## src/rtl/lfsr16_err_acc.sv

```systemverilog
// rtl/lfsr16_err_acc.sv - saturating word/bit error counters with clear priority
module lfsr16_err_acc #(
    parameter int ERR_W = 16
) (
    input  logic             clk,
    input  logic             rst,
    input  logic             clr,
    input  logic             inc,
    input  logic [4:0]       bit_add,
    output logic [ERR_W-1:0] word_cnt,
    output logic [ERR_W-1:0] bit_cnt
);

    // Sum is wide enough for both operands plus a carry, so the clamp sees overflow.
    localparam int SUM_W = ((ERR_W > 5) ? ERR_W : 5) + 1;
    localparam logic [SUM_W-1:0] SAT = {{(SUM_W-ERR_W){1'b0}}, {ERR_W{1'b1}}};

    logic [SUM_W-1:0] bit_sum;

    assign bit_sum = SUM_W'(bit_cnt) + SUM_W'(bit_add);

    always_ff @(posedge clk) begin
        if (rst || clr) begin
            word_cnt <= '0;
        end else if (inc && !(&word_cnt)) begin
            word_cnt <= word_cnt + ERR_W'(1);
        end
    end

    always_ff @(posedge clk) begin
        if (rst || clr) begin
            bit_cnt <= '0;
        end else if (inc) begin
            if (bit_sum > SAT) begin
                bit_cnt <= '1;
            end else begin
                bit_cnt <= bit_sum[ERR_W-1:0];
            end
        end
    end

endmodule

```

## config.mk

```make
export PLATFORM = sky130hd
export DESIGN_NAME = lfsr16_err_acc
export DESIGN_NICKNAME = d
export VERILOG_FILES = /design/src/rtl/lfsr16_err_acc.sv
export SDC_FILE = /design/constraint.sdc
export NUM_CORES = 1
export LEC_CHECK = 0
export CAP_MARGIN = 20
export CORE_ASPECT_RATIO = 1.75
export CORE_UTILIZATION = 44
export DETAILED_ROUTE_END_ITERATION = 8
export PLACE_DENSITY = 0.75
export SETUP_SLACK_MARGIN = 0.2
export SYNTH_ARGS = -nofsm -noshare
export SYNTH_HDL_FRONTEND = slang
export SYNTH_SLANG_ARGS = --single-unit
```

## constraint.sdc

```tcl
create_clock -name clk -period 1.8 [get_ports clk]
set_input_delay 0.18 -clock clk [delete_from_list [all_inputs] [get_ports clk]]
set_output_delay 0.18 -clock clk [all_outputs]
set_load 0.005 [all_outputs]
```

* Yosys cells after proc, flatten, opt, wreduce, memory -nomap -nowiden *
Index checks and enable logic that the tools add are counted.

operators by class
  magnitude comparators = 1
  reductions and logical operators = 4
  add/subtract/negate cells = 2
  multiplexer cells = 1

operators by type and width
  kind                                                                                number
  16-bit by 5-bit adder with 17-bit output                                            1
  17-bit by 16-bit greater-than comparator with 1-bit output (second input constant)  1
  16-bit by 1-bit adder with 16-bit output (second input constant)                    1
  16-bit 2-to-1 mux                                                                   1
  16-bit AND reduction                                                                1
  1-bit logical AND                                                                   1
  1-bit zero test                                                                     1
  1-bit logical OR                                                                    1

storage, ports and cells
  word-level logic and storage cells = 10
  register bits after elaboration = 32
  output and inout bits = 32

* Depth between registers and ports, before layout *
  depth after elaboration = 3
  depth in mapped cells = 9

* Worst setup path before layout *
Ideal clock, no wire load.

  path type = register -> register
  from = register bit_cnt[0]
  to = register bit_cnt[4]
  arrival = 1.946 ns
  buffers on the path = 1
  path slack = -0.220 ns
  period minus slack after synthesis = 2.020 ns
  stages on the path, launching flop included = 10
  cells stage by stage = dfxtp_1 > ha_1 > inv_1 > fa_1 > and2b_1 > o211ai_1 > a21oi_2 > nand3_1 > buf_2 > a31oi_1

on the way
  cells in the longest elaborated chain, start to end = 3

RTL lines
  what                                                        RTL line  text
  start: declaration                                          11        output logic [ERR_W-1:0] bit_cnt
  start signal: assignment                                    37        bit_cnt <= bit_sum[ERR_W-1:0];
  16-bit by 5-bit adder with 17-bit output *                  20        assign bit_sum = SUM_W'(bit_cnt) + SUM_W'(bit_add);
  17-bit by 16-bit greater-than comparator with 1-bit output  34        if (bit_sum > SAT) begin
  16-bit 2-to-1 mux *                                         34

Every way passes the cells marked *; elsewhere a longest branch is shown, timed or not.
A chain may end at the register's enable or synchronous reset.

* Worst setup path after layout *
  from = register bit_cnt[0]
  to = register bit_cnt[6]

The elaborated chain is that of the path after synthesis.

==> metrics.md <==
| Metric | Value |
|---|---|
| Asr flop ratio synth | `0` |
| Initial antenna violation count | `0` |
| # port buffers | `40` |
| Syn Inst Count | `194` |
| ANT nets after route | `0` |
| All-Layer GR Usage | `0.2301` |
| Post-Layout Cell Count | `306` |
| Most common cell after layout, fill and taps aside | `clkdlybuf4s50_1` |
| Grt ovf | `0` |
| H-tree Lvls | `2` |
| 1st-iter DRT viols | `30` |
| Seq. cell area | `649.4 um2` |
| WHS | `489.5 ps` |
| Clk pin slew, worst setup/hold paths | `70 ps` |
| Slowest cell on the critical path | `dfxtp_2` |
| Worst Setup Start Kind | `flip-flop` |
| Via-to-Cell Ratio | `5.562` |
| YS warnings | `0` |
| Global-route wire length before repair | `roughly 7.2 mm` |
| Clock Path Buffers | `2` |
| Post-synthesis sequential area ratio | `0.3804` |
| Post-Syn Area | `1684 um2` |
| Io pins | `41` |
| Max Slew Vio Count | `0` |
| Die height | `around 84 um` |
| Drc violations | `0` |
| Worst-path cell chain | `ha_4 -> inv_2 -> fa_2 -> and2b_1 -> o211ai_1 -> a21oi_2 -> nand3_1 -> buf_4 -> a21oi_1` |
| Top Metal Used | `met4` |
| Worst path max stage delay | `350 ps` |
| Fin worst setup slack | `-167.8 ps` |
| Multi-input gate area | `1044 um2` |
| Setup Skew | `6.329 ps` |
| Initial Util | `0.4641` |
| Crit path buffers/inverters | `2` |
| Most frequent cells in the layout | `clkdlybuf4s50_1 (39), dfxtp_1 (25), buf_4 (24)` |
| Maximum VDD drop | `577.1 uV` |
| Critical-path maximum fanout | `6` |
| Worst setup EP type | `flip-flop` |
| Max-Cap Viols | `0` |
| Crit. Startpoint | `bit_cnt[0]` |
| Die area | `~4100 um2` |
| CTS root buffer | `clkbuf_8` |
| P&R area growth vs syn | `47.40%` |
| EDFF count, synth | `0` |
| Chip width | `approximately 49 um` |
| Crit Reg-Reg Startpoint | `bit_cnt[0]` |
| Syn avg cell area | `8.681 um2` |
| RSZ-0062 raised after global routing | `true` |
| Period minus WS final | `1968 ps` |
| GP Congestion | `between 0.7 and 0.8` |
| WL per Instance | `13.97 um` |
| Vias in the first global route | `1670` |
| Pre-antenna DRT Iters | `4` |
| Setup_tns | `-2223 ps` |
| Met3 WL post-DR | `168 um` |
| # fillers | `284` |
| Nets | `275` |
| Worst-Margin Slew | `approximately 570 ps` |
| Min-Delay Path Class | `in -> reg` |
| CP arrival | `2180 ps` |
| Synth cell types | `43` |
| Hold Startpoint | `bit_add[0]` |
| Critical path class | `reg -> reg` |
| Period utilisation layout | `1.093` |
| Pleak | `between 0.9 and 1 nW` |
| Dpl cells | `around 290` |
| Power Dens Cells | `632.7 nW/um2` |
| Top_reg_cell synth | `dfxtp_1` |
| Share of post-route cells with drive strength above 1 | `0.2192` |
| Synth Register Bits | `32` |
| DR vias | `1702` |
| Pre-CTS setup slack | `-501.2 ps` |
| Hold buffers post-CTS | `0` |
| Status | `finished, violations left` |
| CORE AREA | `3628 um2` |
| Final setup fails | `16` |
| N_diodes | `0` |
| CTS tree | `yes` |
| TritonCTS buffer count | `5` |
| Post-Route WL | `4.276 mm` |
| Wire length on met2 | `approximately 2.4 mm` |
| Row cnt | `29` |
| # clock sinks | `32` |
| Syn nets | `210` |
| Failing checks | `setup timing` |
| Cell family with most CP delay | `compound AO/OA/AOI/OAI gates` |
| Total power | `around 1.6 mW` |
| Worst path required time | `2020 ps` |
| Max frequency | `0.5082 GHz` |
| Later-pin clock latency in the skew report | `290 ps` |
| Worst slew margin | `0.6223` |
| Final Hold Fails | `0` |
| Met1 WL | `1.588 mm` |
| Largest net degree at the start of global routing | `28` |
| Final HPWL DP | `2.983 mm` |
## logic make-up after synthesis
group	Yosys count	synth area share
DFF	32	0.3804
buffers and inverters	13	0.03269
and+or+nand+nor	77	0.2697
muxes	1	0.005944
xor gates and xnor gates	18	0.09361
AOI/OAI and AO/OA	46	0.1612
adders and majority gates	7	0.05646
## Yosys cell counts, types with 2 or more instances
cell	n	area share
inv_1	5	0.011
a31oi_1	6	0.022
nand3_1	12	0.036
nor3_1	7	0.021
o21ai_0	10	0.030
a311oi_1	2	0.010
a21oi_1	19	0.056
o211ai_1	2	0.0089
nor2_1	15	0.033
ha_1	6	0.045
xnor2_1	7	0.036
nand2b_1	2	0.0074
clkbuf_1	5	0.011
and2_1	3	0.011
nand4_1	5	0.019
and4_1	3	0.016
and2b_1	2	0.0089
nand2_1	12	0.027
dfxtp_1	32	0.38
buf_2	2	0.0059
xor2_1	11	0.057
and3_1	4	0.015
and4_4	2	0.013
## path summary, 6_finish.rpt
path                               endpoint  slack (ps)  cells past startpoint
worst min-delay path             bit_cnt[0]         490                      4
worst min register to register  word_cnt[9]         520                      2
worst max register to register   bit_cnt[6]        -170                      9
worst max-delay path             bit_cnt[6]        -170                      9
## worst register-to-register path, stage by stage (launching register included)
cell,delay [ps]
dfxtp_2,350
ha_4,130
inv_2,30
fa_2,330
and2b_1,220
o211ai_1,170
a21oi_2,200
nand3_1,130
buf_4,200
a21oi_1,120
## cell type report
type,count,area share
flip-flops and latches,32,0.2616
clock inverters,3,0.01714
repair buffers,66,0.2424
multi-input cells,149,0.4204
inverters,5,0.007560
well taps,46,0.02319
clock buffers,5,0.02772
## metal layers
layer  up-vias  track usage
met5         -            0
met4         0       0.1551
met3        15      0.05282
met2        51       0.4116
met1       806       0.2281
li1        830            -
## timing repair
action | 4_1_cts | 5_1_grt
setup buffers | 3 | 3
setup endpoints to repair | 18 | 18
gates resized for setup | 8 | 7
pin swaps | 8 | 6
## report_power, final
| group | internal [mW] | switching, mW |
|---|---|---|
| registers | 0.715 | 0.00495 |
| logic | 0.0765 | 0.0672 |
| clock network | 0.410 | 0.298 |
## state kept, by name, indices dropped and copies added (netlist names)
signal	cells
bit_cnt	16
word_cnt	16
## stage by stage
stage            util  cell area, um2
6_report       0.6841            2482
3_3_place_gp   0.6272            2276
2_1_floorplan       -            1710
5_1_grt        0.6841            2482
3_5_place_dp   0.6272            2276
4_1_cts        0.6721            2439
No activity file was read; power rests on OpenSTA's default activity.
